<file path="src/rtl/calc_sequencer_if.sv">
// Key/switch inputs and LED-facing outputs of the calculator sequencer.
// The sequencer is the slave; the keypad/LED side (or a bench) is the master.
interface calc_sequencer_if #(
  parameter int OPERAND_W = 5,
  parameter int RESULT_W  = 8
);
  logic                 power_key;
  logic                 enter_key;
  logic [1:0]           op_sel;
  logic [OPERAND_W-1:0] switches;
  logic [3:0]           state;
  logic [OPERAND_W-1:0] number;
  logic                 A;
  logic                 B;
  logic                 C;
  logic [RESULT_W-1:0]  result;
  logic                 Error;
  logic                 PowerOn;
  logic                 busy;

  modport master (
    output power_key, enter_key, op_sel, switches,
    input  state, number, A, B, C, result, Error, PowerOn, busy
  );

  modport slave (
    input  power_key, enter_key, op_sel, switches,
    output state, number, A, B, C, result, Error, PowerOn, busy
  );
endinterface

</file>
<file path="src/rtl/calc_sequencer.sv">
// Calculator control FSM: operand/op entry, execution (restoring divider),
// result display and timed error display. All outputs are registered.
module calc_sequencer #(
  parameter int ERR_HOLD_CYCLES = 50000000,
  parameter int OPERAND_W       = 5,
  parameter int RESULT_W        = 8
) (
  input  logic            clk,
  input  logic            reset,
  calc_sequencer_if.slave bus
);

  typedef enum logic [3:0] {
    S_OFF     = 4'd0,
    S_WAIT_A  = 4'd1,
    S_WAIT_B  = 4'd2,
    S_WAIT_OP = 4'd3,
    S_EXEC    = 4'd4,
    S_DIVIDE  = 4'd5,
    S_RESULT  = 4'd6,
    S_ERROR   = 4'd7
  } state_t;

  localparam int WW = ((2 * OPERAND_W > RESULT_W) ? 2 * OPERAND_W : RESULT_W) + 1;
  localparam int CW = (OPERAND_W > 1) ? $clog2(OPERAND_W) : 1;
  localparam int HW = $clog2(ERR_HOLD_CYCLES);

  state_t               st;
  logic [OPERAND_W-1:0] opa;
  logic [OPERAND_W-1:0] opb;
  logic [1:0]           op;
  logic [OPERAND_W-1:0] quo;
  logic [OPERAND_W-1:0] rem;
  logic [CW-1:0]        cnt;
  logic [HW-1:0]        hold;
  logic [OPERAND_W-1:0] number_q;
  logic                 a_q;
  logic                 b_q;
  logic                 c_q;
  logic [RESULT_W-1:0]  result_q;
  logic                 err_q;
  logic                 pwr_q;
  logic                 busy_q;

  logic [WW-1:0]        wa;
  logic [WW-1:0]        wb;
  logic [WW-1:0]        exec_val;
  logic                 exec_err;
  logic [OPERAND_W:0]   div_shift;
  logic                 div_ge;
  logic [OPERAND_W-1:0] rem_next;
  logic [OPERAND_W-1:0] quo_next;
  logic                 kill;

  // Arithmetic is done wide enough that overflow and borrow show up above RESULT_W.
  always_comb begin
    wa       = WW'(opa);
    wb       = WW'(opb);
    exec_val = '0;
    exec_err = 1'b0;
    case (op)
      2'd0: exec_val = wa + wb;
      2'd1: begin
        exec_val = wa - wb;
        exec_err = (opa < opb);
      end
      2'd2: exec_val = wa * wb;
      default: exec_err = (opb == '0);
    endcase
    if ((exec_val >> RESULT_W) != '0)
      exec_err = 1'b1;
  end

  always_comb begin
    div_shift = {rem, opa[cnt]};
    div_ge    = (div_shift >= {1'b0, opb});
    rem_next  = div_ge ? OPERAND_W'(div_shift - {1'b0, opb}) : div_shift[OPERAND_W-1:0];
    quo_next  = OPERAND_W'({quo, div_ge});
  end

  // Power-off from a running state and illegal codes both fall back to the reset image.
  always_comb begin
    kill = (bus.power_key && (st != S_OFF)) || (st > S_ERROR);
  end

  always_ff @(posedge clk or posedge reset) begin
    if (reset) begin
      st       <= S_OFF;
      opa      <= '0;
      opb      <= '0;
      op       <= '0;
      quo      <= '0;
      rem      <= '0;
      cnt      <= '0;
      hold     <= '0;
      number_q <= '0;
      a_q      <= 1'b0;
      b_q      <= 1'b0;
      c_q      <= 1'b0;
      result_q <= '0;
      err_q    <= 1'b0;
      pwr_q    <= 1'b0;
      busy_q   <= 1'b0;
    end else if (kill) begin
      st       <= S_OFF;
      opa      <= '0;
      opb      <= '0;
      op       <= '0;
      quo      <= '0;
      rem      <= '0;
      cnt      <= '0;
      hold     <= '0;
      number_q <= '0;
      a_q      <= 1'b0;
      b_q      <= 1'b0;
      c_q      <= 1'b0;
      result_q <= '0;
      err_q    <= 1'b0;
      pwr_q    <= 1'b0;
      busy_q   <= 1'b0;
    end else begin
      case (st)
        S_OFF: begin
          if (bus.power_key) begin
            st    <= S_WAIT_A;
            pwr_q <= 1'b1;
          end
        end
        S_WAIT_A: begin
          number_q <= bus.switches;
          if (bus.enter_key) begin
            opa <= bus.switches;
            a_q <= 1'b1;
            st  <= S_WAIT_B;
          end
        end
        S_WAIT_B: begin
          number_q <= bus.switches;
          if (bus.enter_key) begin
            opb <= bus.switches;
            b_q <= 1'b1;
            st  <= S_WAIT_OP;
          end
        end
        S_WAIT_OP: begin
          number_q <= OPERAND_W'(bus.op_sel);
          if (bus.enter_key) begin
            op     <= bus.op_sel;
            c_q    <= 1'b1;
            busy_q <= 1'b1;
            st     <= S_EXEC;
          end
        end
        S_EXEC: begin
          number_q <= '0;
          if (exec_err) begin
            result_q <= '0;
            err_q    <= 1'b1;
            hold     <= HW'(ERR_HOLD_CYCLES - 1);
            busy_q   <= 1'b0;
            st       <= S_ERROR;
          end else if (op == 2'd3) begin
            quo <= '0;
            rem <= '0;
            cnt <= CW'(OPERAND_W - 1);
            st  <= S_DIVIDE;
          end else begin
            result_q <= RESULT_W'(exec_val);
            busy_q   <= 1'b0;
            st       <= S_RESULT;
          end
        end
        S_DIVIDE: begin
          quo <= quo_next;
          rem <= rem_next;
          if (cnt == '0) begin
            result_q <= RESULT_W'(quo_next);
            busy_q   <= 1'b0;
            st       <= S_RESULT;
          end else begin
            cnt <= cnt - 1'b1;
          end
        end
        S_RESULT: begin
          number_q <= '0;
          if (bus.enter_key) begin
            a_q      <= 1'b0;
            b_q      <= 1'b0;
            c_q      <= 1'b0;
            result_q <= '0;
            st       <= S_WAIT_A;
          end
        end
        S_ERROR: begin
          number_q <= '0;
          if (bus.enter_key || (hold == '0)) begin
            err_q <= 1'b0;
            a_q   <= 1'b0;
            b_q   <= 1'b0;
            c_q   <= 1'b0;
            st    <= S_WAIT_A;
          end else begin
            hold <= hold - 1'b1;
          end
        end
        default: st <= S_OFF;
      endcase
    end
  end

  assign bus.state   = st;
  assign bus.number  = number_q;
  assign bus.A       = a_q;
  assign bus.B       = b_q;
  assign bus.C       = c_q;
  assign bus.result  = result_q;
  assign bus.Error   = err_q;
  assign bus.PowerOn = pwr_q;
  assign bus.busy    = busy_q;

endmodule

</file>
<file path="src/flat_wrapper.sv">
// flat-port wrapper written by rule: the top's interface ports become plain ports
module calc_sequencer_flat 
#(
  parameter int ERR_HOLD_CYCLES = 50000000,
  parameter int OPERAND_W       = 5,
  parameter int RESULT_W        = 8
)
  (clk, reset, bus_power_key, bus_enter_key, bus_op_sel, bus_switches, bus_state, bus_number, bus_A, bus_B, bus_C, bus_result, bus_Error, bus_PowerOn, bus_busy);
  calc_sequencer_if #(.OPERAND_W(OPERAND_W), .RESULT_W(RESULT_W)) bus_i ();
  input  logic clk;
  input  logic reset;
  input wire logic [$bits(bus_i.power_key)-1:0] bus_power_key;
  input wire logic [$bits(bus_i.enter_key)-1:0] bus_enter_key;
  input wire logic [$bits(bus_i.op_sel)-1:0] bus_op_sel;
  input wire logic [$bits(bus_i.switches)-1:0] bus_switches;
  output wire logic [$bits(bus_i.state)-1:0] bus_state;
  output wire logic [$bits(bus_i.number)-1:0] bus_number;
  output wire logic [$bits(bus_i.A)-1:0] bus_A;
  output wire logic [$bits(bus_i.B)-1:0] bus_B;
  output wire logic [$bits(bus_i.C)-1:0] bus_C;
  output wire logic [$bits(bus_i.result)-1:0] bus_result;
  output wire logic [$bits(bus_i.Error)-1:0] bus_Error;
  output wire logic [$bits(bus_i.PowerOn)-1:0] bus_PowerOn;
  output wire logic [$bits(bus_i.busy)-1:0] bus_busy;
  assign bus_i.power_key = bus_power_key;
  assign bus_i.enter_key = bus_enter_key;
  assign bus_i.op_sel = bus_op_sel;
  assign bus_i.switches = bus_switches;
  assign bus_state = bus_i.state;
  assign bus_number = bus_i.number;
  assign bus_A = bus_i.A;
  assign bus_B = bus_i.B;
  assign bus_C = bus_i.C;
  assign bus_result = bus_i.result;
  assign bus_Error = bus_i.Error;
  assign bus_PowerOn = bus_i.PowerOn;
  assign bus_busy = bus_i.busy;
  calc_sequencer #(.ERR_HOLD_CYCLES(ERR_HOLD_CYCLES), .OPERAND_W(OPERAND_W), .RESULT_W(RESULT_W)) u_core (.clk(clk), .reset(reset), .bus(bus_i));
endmodule
</file>
<file path="config.mk">
export PLATFORM = sky130hd
export DESIGN_NAME = calc_sequencer_flat
export DESIGN_NICKNAME = d
export VERILOG_FILES = /design/src/rtl/calc_sequencer_if.sv /design/src/rtl/calc_sequencer.sv /design/src/flat_wrapper.sv
export SDC_FILE = /design/constraint.sdc
export NUM_CORES = 1
export LEC_CHECK = 0
export ABC_AREA = 0
export CAP_MARGIN = 20
export CORE_AREA = 2 2 104 106
export DETAILED_ROUTE_END_ITERATION = 10
export DIE_AREA = 0 0 106 108
export GPL_TIMING_DRIVEN = 0
export MAX_ROUTING_LAYER = met4
export PLACE_DENSITY_LB_ADDON = 0.3
export RECOVER_POWER = 50
export SYNTH_ARGS = -nofsm -noshare
export SYNTH_HDL_FRONTEND = slang
export SYNTH_SLANG_ARGS = --single-unit
export TNS_END_PERCENT = 100
</file>
<file path="constraint.sdc">
create_clock -name clk -period 4.8 [get_ports clk]
set_clock_uncertainty 0.05 [all_clocks]
set_input_delay 1.44 -clock clk [delete_from_list [all_inputs] [get_ports clk]]
set_output_delay 1.44 -clock clk [all_outputs]
set_load 0.01 [all_outputs]
</file>
==> metrics list, run 1 <==
* Count of yosys warnings during synthesis: 0
* Library cell used as clock root buffer: clkbuf_8
* RSZ-0062 raised after global routing: no
- Global-route wire length before repair: 24600 um
- Total core area: 10200 sq um
- Vias per cell: 6.10
- The wire-length estimate of the detail-placed layout is 10800 um.
* Number of global-route vias before repair: 5092
- The routed design has 14600 um of wire.
* DIE AREA: 11400 sq um
- Buffer and inverter count on the worst path: 3
- Vertical die dimension: 108 um
* Number of buffers inserted for hold repair after clock tree synthesis: 0
* Final hold violations: 0
- The largest individual stage delay along the critical path comes from the cell fa_1.
- TritonCTS built the clock tree.
- Setup violations remaining at the end of the flow were counted as 0.
- Layout cell share with drive strength beyond 1: 8.26%
- The run finished, with violations left.
* Net Sw Power: 1.46 mW
* Post-route setup TNS: 0 ns
* Max VDD drop: 0.290 mV
- Cell repeated most along the worst path: fa_1
* Post-CTS clock slew at the launch and capture registers of the worst setup and hold paths: 0.08 ns
- Worst setup EP type: flip-flop
- Async S/R FF share, synth: 100%
* Seq cells post-synth: 72
- Deepest clock path buffer count: 2
* Arrival time worst endpoint: 4.76 ns
* Power density over the cells: 523 nW/um^2
* Final count of pins violating max slew: 73
- EDFF count, synth: 0
* Die X: 106 um
- The cell family contributing the most delay on the critical path is adder cells.
- At the pin with the least slew margin, the transition time is 2.71 ns.
- 34 I/O pins were placed.
- Of all nets on the critical path, the largest fanout is 9.
- The setup path with the least slack is of type reg2reg.
* Num Clock Sinks: 72
- Part of the total power dissipated in combinational logic: 51.7%
* DRC: 0
* Chain of cells forming the critical path: ha_1 -> inv_1 -> fa_1 -> fa_1 -> fa_1 -> inv_1 -> ha_1 -> nor2b_1 -> o21ai_2 -> o32a_1 -> nand4_1 -> o21ai_4 -> and2_4 -> buf_6 -> mux2_1
- Max Clock Freq: 0.219 GHz
* Initial cell density of the core: 53.8%
- Sequential cells burn 30.9% of the power.
- The largest single stage delay on the critical path is 0.54 ns.
- Mapped Avg Cell Area: 8.34 sq um
- Global routing consumed, over all layers together, 27.8% of the routing resources.
* Commonest non-fill, non-tap cell in the layout: nor2_1
* Net total in the final layout: 768
- Headroom to the max-slew limit: -80.7%
- Latest clock arrival within the worst-skew pair: 0.36 ns
- Netlist area before placement: 5500 sq um
- Cells after Synth: 660
* Buffers added on ports: 32
* Clock power share: 17.4%
- The netlist uses 72 different library cells.
- Max-cap violation count: 1
- Internal Pwr Total: 1.83 mW
* Number of antenna violations at the first check in global routing: 0
- GRT met2 Usage: 44.2%
- The worst path meets setup with 0.243 ns of slack.
- The congestion estimate from routability-driven global placement came to 0.939.
- The layer flagged by global routing as most heavily used is met2.
- Before CTS, the worst setup slack after placement is -0.361 ns.
* Synth Net Count: 719
- Tmin final: 4.56 ns
* Pre-antenna DRT Iters: 5
- For met3 alone, demand over resource in global routing was 6.03%.
- From synthesis to final layout, the design area changed by 14.4%.
* Number of buffers added by the clock tree synthesis step: 9
- Net switching is 44.4% of the power.
- In the global route stage, met1 resource usage came out at 37.2%.
* Period Utilization, post-route: 94.9%
- For this design the static power due to leakage is 2.76 nW.
- The tightest min-delay check is of the reg2reg type.
- Pin count of the biggest net entering global routing: 73
* Number of inserted diodes: 0
* Number of placement rows: 37
- The checks that failed: max-capacitance violations, max-slew violations.
- Routed length per instance: 17.2 um
- For the worst setup path, the data required time is 5.00 ns.
* H-tree levels: 3
* Post-route ant nets: 0
* Top library cells by usage in the layout, fill and taps aside: nor2_1, dfrtp_1, a21oi_1, nand2_1, inv_1
- Global routing finished with a remaining overflow of 0.
* Critical Path Start Type: flip-flop
- For this block, the initial DRC count from the detailed router was 317.
- For this run, the register share of the synthesized area comes to 32.7%.
- For this run, the leading register cell type out of synthesis is dfrtp_1.
- Via total after detailed routing: 5187
- The filler cells instantiated in the layout total 894.
[per-stage QoR]
step	instances	hold WS (ns)	area [sq um]	util, %	power (mW)
floorplan	660	0.401	5500	-	2.16
global placement	828	0.425	5990	58.6	2.63
detailed placement	829	0.435	6000	58.7	2.69
CTS	845	0.451	6250	61.1	3.26
global route	850	0.472	6300	61.5	3.54
finish	850	0.454	6300	61.5	3.29
[registers in the layout, indices dropped and copies added, names as in the netlist, 2 cells and up]
signal             cells
u_core.rem             5
u_core.bus.number      5
u_core.cnt             3
u_core.op              2
u_core.bus.state       3
u_core.opa             5
u_core.bus.result      8
u_core.hold           26
u_core.quo             4
u_core.opb             5
[synthesized netlist by cell type, types with 13 or more instances]
| cell type | number | area (sq um) |
|---|---|---|
| a21oi_1 | 67 | 335 |
| a31oi_1 | 15 | 93.8 |
| clkbuf_1 | 20 | 75.1 |
| dfrtp_1 | 72 | 1800 |
| ha_1 | 36 | 450 |
| inv_1 | 47 | 176 |
| mux2i_1 | 15 | 150 |
| nand2_1 | 51 | 191 |
| nand2b_1 | 13 | 81.3 |
| nor2_1 | 94 | 353 |
| nor3_1 | 17 | 85.1 |
| o21ai_0 | 33 | 165 |
[cells by family after synthesis]
kind of cell    after synthesis  share of synthesized area, %
flops                        72                          32.7
buf+inv                      76                          5.73
mux                          22                          4.43
compound gates              182                          20.7
fa+ha+maj                    48                          12.6
xor+xnor                     11                          1.75
simple gates                248                          22.0
other cells                   1                        0.0681
[area by class of cell]
type	count	area, sq um	share of cell area [%]
Multi-Input combinational cell	512	3400	54.1
Inverter	48	180	2.86
Sequential cell	72	1810	28.7
Clock inverter	4	75.1	1.19
Timing Repair Buffer	38	360	5.72
Buffer	28	136	2.17
Clock buffer	12	165	2.62
Tap cell	136	170	2.70
[per-layer routing]
| metal | routed length [um] | vias up | share of wire (%) |
|---|---|---|---|
| met5 | 0 | - | 0 |
| met4 | 199 | 0 | 1.4 |
| met2 | 6900 | 185 | 47 |
| met3 | 893 | 23 | 6.1 |
| met1 | 6640 | 2532 | 45 |
| li1 | - | 2447 | - |
[power groups by stage]
stage | sequential (mW) | combinational (mW) | clock [mW]
6_report | 1.02 | 1.70 | 0.571
5_1_grt | 1.05 | 1.89 | 0.604
4_1_cts | 1.02 | 1.67 | 0.572
3_5_place_dp | 1.03 | 1.66 | 0
3_3_place_gp | 1.02 | 1.61 | 0
2_1_floorplan | 0.983 | 1.18 | 0
[path summary, 6_finish.rpt]
| check | slack (ns) | cells past startpoint | start | endpoint |
|---|---|---|---|---|
| min reg2reg | 0.45 | 2 | u_core.bus.C | u_core.bus.C |
| min in group asynchronous | 2.30 | 2 | reset | u_core.quo[1] |
| min | 0.45 | 2 | u_core.bus.C | u_core.bus.C |
| max in group asynchronous | 0.66 | 2 | reset | u_core.opa[1] |
| max | 0.24 | 15 | u_core.opb[2] | u_core.hold[19] |
| max reg2reg | 0.24 | 15 | u_core.opb[2] | u_core.hold[19] |
[worst min-delay path, delay by kind of cell, from the launching register on]
kind             cells  cell delay, ns
DFF                  1            0.35
and+or+nand+nor      2            0.12
[repair_timing]
action | 4_1_cts | 5_1_grt
gates resized for setup | 3 | 7
hold endpoints to repair | 0 | 0
pin swaps | 0 | 2
setup buffers | 0 | 4
endpoints found under the setup margin | 26 | 33
Note: power is estimated with default switching activity, not from simulation.
==> inputs of run 2 (changes only) <==
- clock period: 4.8 -> 5.3 ns (I/O delays scaled with it)
==> run 2 against run 1 <==
  * The run still ends with max-capacitance violations, max-slew violations left
  * Combinational power decreased by 11%
  * Largest power group unchanged
  * Largest cell class unchanged
  * Worst hold slack about the same
  * Non-clock buffer count decreased by 4
==> metrics list, run 2 (same netlist as run 1, synthesis figures left out) <==
* Final Power: 2.97 mW
- Total leakage power: 2.74 nW
- Once the clock tree was built, the resizer swapped 0 gates to a different size.
* Max VDD drop: 0.272 mV
- Number of global-route vias before repair: 5091
* Initial detailed-routing violation count: 304
- Library cell used as clock root buffer: clkbuf_8
- Area added between synthesis and finish: 13.5%
- Max-cap violations in this run came to 1.
* Number of flip-flops in the largest register: 26
- Failing checks: max-capacitance violations, max-slew violations
- Critical Path Start Type: flip-flop
- Total Routed Length: 14600 um
* Io pins: 34
- Net total in the final layout: 764
- Power density over the cells: 475 nW/um^2
- DRC: 0
* Final hold violations: 0
- Total core area: 10200 sq um
- Commonest non-fill, non-tap cell in the layout: nor2_1
* Number of buffers inserted for hold repair after clock tree synthesis: 0
* RSZ-0062 raised after global routing: no
- Die X: 106 um
- Via total after detailed routing: 5155
- For this run, the detailed router's first-pass iteration total came to 5.
- The final critical path takes up 94.2% of the cycle.
* Headroom to the max-slew limit: -80.5%
- For the pin with the worst max-slew slack, the measured transition is 2.70 ns.
- The count of pins over their slew limit was 73.
- TritonCTS built the clock tree.
- Post-route setup TNS: 0 ns
* DIE AREA: 11400 sq um
* Vertical die dimension: 108 um
- Entering global routing, the biggest net connects 73 pins.
* Initial cell density of the core: 53.8%
- After legalization and detailed placement, the total HPWL measured 10800 um.
- Post-CTS Setup Inserts: 0
* Register containing the most flip-flops in the final layout: u_core.hold
* Num Clock Sinks: 72
- Worst-case setup slack after placement: 0.139 ns
* Number of inserted diodes: 0
- Buffers added on ports: 32
* Arrival time worst endpoint: 5.23 ns
- At the end of routability-driven placement, the weighted congestion stood at 0.939.
* Global route overflow: 0
- Once detail routing completed, the nets flagged for antenna violations numbered 0.
* Vias per cell: 6.09
* Setup slack after layout: 0.309 ns
- The clock passes through at most 2 buffers.
- Max Clock Freq: 0.200 GHz
* CP max FO: 10
* Post-CTS clock slew at the launch and capture registers of the worst setup and hold paths: 0.08 ns
- Setup violations remaining at the end of the flow were counted as 0.
- CP required: 5.54 ns
* Global-route wire length before repair: 24500 um
- Latest clock arrival within the worst-skew pair: 0.36 ns
- The path class of the tightest hold or removal check is reg2reg.
- Row generation in the floorplan step produced 37 rows.
- Global-route total usage across every layer: 27.8%
- The clock period could shrink to 4.99 ns.
- The critical path is of the reg2reg type.
* Outcome: finished, violations left
- H-tree levels: 3
- Counting the buffers created by CTS gives 9.
- After detailed routing, the average wire length per cell comes to 17.2 um.
- The worst setup path is captured at a flip-flop.
- Worst hold margin: 0.454 ns
- The initial antenna violation count came to 0.
- Layout cell share with drive strength beyond 1: 6.90%
- In the layout the commonest cells are nor2_1, dfrtp_1, a21oi_1, nand2_1, inv_1.
- At the end of the flow the core is filled with cells to 61.1%.
run 2: changes by cell type in the layout (fill, tap and decap cells not counted), sizes merged:
cell	delta
buf	-4
dlygate4sd3	+1
clkdlybuf4s50	-1
run 2: path summary, 6_finish.rpt:
kind,start,end,slack (ns),depth (start not counted)
max,u_core.opa[2],u_core.hold[0],0.31,15
min,u_core.bus.C,u_core.bus.C,0.45,2
max reg2reg,u_core.opa[2],u_core.hold[0],0.31,15
min reg2reg,u_core.bus.C,u_core.bus.C,0.45,2
max in group asynchronous,reset,u_core.bus.PowerOn,1.07,2
min in group asynchronous,reset,u_core.bus.result[1],2.59,2
run 2: final cells by class:
cell class / instances / area (sq um)
clock inverters: 4 / 75.1
repair buffers: 34 / 330
inverters: 48 / 180
plain buffers: 28 / 135
multi-input cells: 512 / 3390
fillers: 896 / 3980
flip-flops and latches: 72 / 1800
well taps: 136 / 170
clock buffers: 12 / 165
run 2: power by group:
group / switching (mW) / internal [mW] / total (mW) / leakage (nW)
clock: 0.213 / 0.304 / 0.516 / 0.115
sequential: 0.213 / 0.715 / 0.927 / 0.919
combinational: 0.895 / 0.628 / 1.52 / 1.71
total: 1.32 / 1.65 / 2.97 / 2.74
run 2: per-layer routing:
| metal | vias to the layer above | part of all wire, % | track usage [%] |
|---|---|---|---|
| li1 | 2431 | - | - |
| met1 | 2504 | 45 | 37.2 |
| met2 | 193 | 47 | 43.8 |
| met3 | 27 | 6.1 | 6.03 |
| met4 | 0 | 1.6 | 6.39 |
| met5 | - | 0 | - |
run 2: critical path: stages (launching register included):
cell	delay [ns]
dfrtp_1	0.55
ha_1	0.28
inv_1	0.07
fa_1	0.48
fa_1	0.52
fa_1	0.54
inv_1	0.04
ha_1	0.33
nor2b_1	0.18
o21ai_0	0.30
o32a_1	0.25
nand4_1	0.17
o21ai_2	0.43
clkbuf_1	0.45
o2111ai_1	0.19
o21ai_1	0.11
run 2: stage by stage:
step,std cells,area [sq um]
finish,846,6250
global route,846,6250
CTS,845,6240
global placement,828,5990
detailed placement,829,6000
floorplan,660,5500
==> inputs of run 3 (changes only) <==
- CORE_AREA: 2 2 104 106 -> 2 2 121 123
- DIE_AREA: 0 0 106 108 -> 0 0 123 125
==> run 3 against run 2 <==
  * The flow still finishes with violations (max-capacitance violations, max-slew violations)
  * Clock power rose by 44%
  * Power grew 8.1%
  * First-iteration DRC count rose by 15%
  * Maximum frequency rose by 1.7%
  * Core utilization is 16 points lower
  * Flip-flop and latch count is the same
  * Non-clock buffer count rose by 2
  * Count of clock-buffer cells in the layout is 1 lower
  * Largest power group unchanged
==> metrics list, run 3 (same netlist as run 1, synthesis figures left out) <==
- At the end of the flow, the number of nets in the layout was 766.
* Total core area: 14200 sq um
* Number of setup violations in the final report: 0
- In the routed layout, each cell is associated on average with a via count of 5.71.
- Latest clock arrival within the worst-skew pair: 0.33 ns
* Deepest clock path buffer count: 2
* Post-route setup TNS: 0 ns
* Number of placement rows: 44
* Arrival time worst endpoint: 5.07 ns
* Half-perimeter wire length after placement: 11500 um
- In this run, the number of DRC markers left after iteration 0 of detailed routing was 351.
- Per report_power, the sequential group accounts for 29.2% of the total.
- Setup repair after global routing left no endpoint under its margin.
- The routed design could run at a clock period as short as 4.91 ns.
* Final instance area: 6440 sq um
* Total Routed Length: 15400 um
- Post-Place Cell Area: 6090 sq um
* Clock power share: 23.2%
- Number of global-route vias before repair: 5135
- Buffers added on ports: 32
- For this run, the top clock speed supported by timing is 0.204 GHz.
- The count of pins over their slew limit is 67.
- For this design the static power due to leakage is 2.81 nW.
- Entering global routing, the biggest net connects 67 pins.
- The worst setup path is launched from a flip-flop.
* Global-route total usage across every layer: 21.5%
- Internal Pwr Total: 1.86 mW
- In this run the critical register-to-register path is captured at u_core.hold[19].
* Pre-antenna DRT Iters: 5
- The min-delay analysis places its worst path in the category reg2reg.
- Failing checks: max-capacitance violations, max-slew violations
- Post-CTS Setup Inserts: 0
* Global route overflow: 0
- Register-to-register path setup slack: 0.39 ns
- The number of endpoints with negative hold slack in the final report was 0.
* End point of the critical path: u_core.hold[19]
- Number of antenna violations at the first check in global routing: 0
- Leaving out fill and tap cells, the most frequent cells in the layout are nor2_1, dfrtp_1, a21oi_1, nand2_1, inv_1.
- Measured along the y axis, the die boundary spans 125 um.
* Number of buffers added by the clock tree synthesis step: 9
- Headroom to the max-slew limit: -12.7%
- Net Sw Power: 1.35 mW
- At the end of routability-driven placement, the weighted congestion stood at 0.883.
- In this run the worst setup path begins at u_core.opa[2].
- The first global-routing pass estimated 25700 um of wire.
* Period Utilization, post-route: 92.6%
* Critical path class: reg2reg
- The worst setup path is captured at a flip-flop.
- Once detail routing completed, the nets flagged for antenna violations numbered 0.
* Outcome: finished, violations left
- The share of total power dissipated in combinational logic is 47.6%.
* Cells on worst reg2reg path: 15
- DIE AREA: 15400 sq um
* Power density over the cells: 498 nW/um^2
- The clock tree synthesis step divided the H-tree into 3 levels.
- In this run the worst path has a maximum fanout of 9.
* Via total after detailed routing: 5117
* Post-CTS sizing: 0
- Routed length per instance: 17.2 um
* TritonCTS clock tree: done
- Library cell used as clock root buffer: clkbuf_16
- The tool flagged a number of max-cap violations equal to 1.
* Post-CTS clock slew at the launch and capture registers of the worst setup and hold paths: 0.06 ns
- Pin placement for this block handled 34 I/O pins.
- Worst-Margin Slew: 1.69 ns
* Num Clock Sinks: 72
- IR analysis of the VDD net gives a maximum drop of 0.278 mV.
- Post-Place Cells: 878
* Initial cell density of the core: 38.7%
- Register containing the most flip-flops in the final layout: u_core.hold
- The register with the most flip-flops in the layout has 26 of them.
* Layout cell share with drive strength beyond 1: 7.02%
- Sw Ratio: 42.1%
* Filler cells: 1431
- DRC: 0
* Number of buffers inserted for hold repair after clock tree synthesis: 0
- Die X: 123 um
- From synthesis to final layout, the design area changed by 17.1%.
* Post-Layout Cell Count: 896
* Reg2Reg Launch Point: u_core.opa[2]
- Number of inserted diodes: 0
- For the worst setup path, the data required time is 5.46 ns.
- The library cell used most frequently in the layout, excluding fill and tap cells, is nor2_1.
* Cell depth of the worst min-delay path: 2
## run 3: cell types whose count changed in the layout (fill, tap and decap cells not counted), sizes merged
cell,previous run,this run
clkinv,1,2
clkbuf,32,33
clkinvlp,2,1
inv,47,46
bufinv,2,4
## run 3: per-layer routing
metal / up-vias / GRT usage, % / share of wire (%)
met4: 0 / 6.08 / 2.1
met2: 148 / 32.6 / 46
met1: 2507 / 29.7 / 47
li1: 2433 / - / -
met3: 29 / 3.60 / 4.6
met5: - / - / 0
## run 3: layout make-up
class | instances | area, sq um | share of cell area, %
timing repair buffer | 36 | 343 | 5.32
multi-input combinational | 512 | 3390 | 52.6
tap | 184 | 230 | 3.57
clock buffer | 11 | 233 | 3.61
inverter | 48 | 181 | 2.82
sequential | 72 | 1800 | 28.0
clock inverter | 5 | 129 | 2.00
buffer | 28 | 135 | 2.10
## run 3: how the worst min path moves through the flow
stage / from / end / slack, ns
2_1_floorplan: u_core.rem[4] / u_core.rem[4] / 0.40
3_3_place_gp: u_core.rem[4] / u_core.rem[4] / 0.42
3_5_place_dp: u_core.hold[11] / u_core.hold[11] / 0.43
4_1_cts: u_core.hold[11] / u_core.hold[11] / 0.44
5_1_grt: u_core.hold[11] / u_core.hold[11] / 0.45
6_report: u_core.rem[4] / u_core.rem[4] / 0.44
## run 3: power by group through the flow
stage / registers, mW / clock network (mW) / logic [mW]
2_1_floorplan: 0.890 / 0 / 1.07
3_3_place_gp: 0.935 / 0 / 1.48
3_5_place_dp: 0.938 / 0 / 1.52
4_1_cts: 0.932 / 0.752 / 1.53
5_1_grt: 0.963 / 0.778 / 1.71
6_report: 0.936 / 0.743 / 1.53
## run 3: through the flow
step / util, % / worst slack [ns] / hold WS (ns) / power [mW]
floorplan: - / 0.955 / 0.401 / 1.96
global placement: 42.6 / 0.244 / 0.423 / 2.41
detailed placement: 42.9 / 0.188 / 0.432 / 2.46
CTS: 45.4 / 0.164 / 0.441 / 3.22
global route: 45.4 / 0.110 / 0.455 / 3.45
finish: 45.4 / 0.392 / 0.442 / 3.21
## run 3: worst max-delay path: stages (launching register included)
cell and delay (ns):
dfrtp_1 0.54, ha_1 0.28, inv_1 0.07, fa_1 0.47
fa_1 0.52, fa_1 0.54, inv_1 0.04, ha_1 0.32
nor2b_1 0.18, o21ai_0 0.29, o32a_1 0.24, nand4_1 0.15
o21ai_2 0.40, and2_4 0.22, buf_6 0.15, mux2_1 0.33
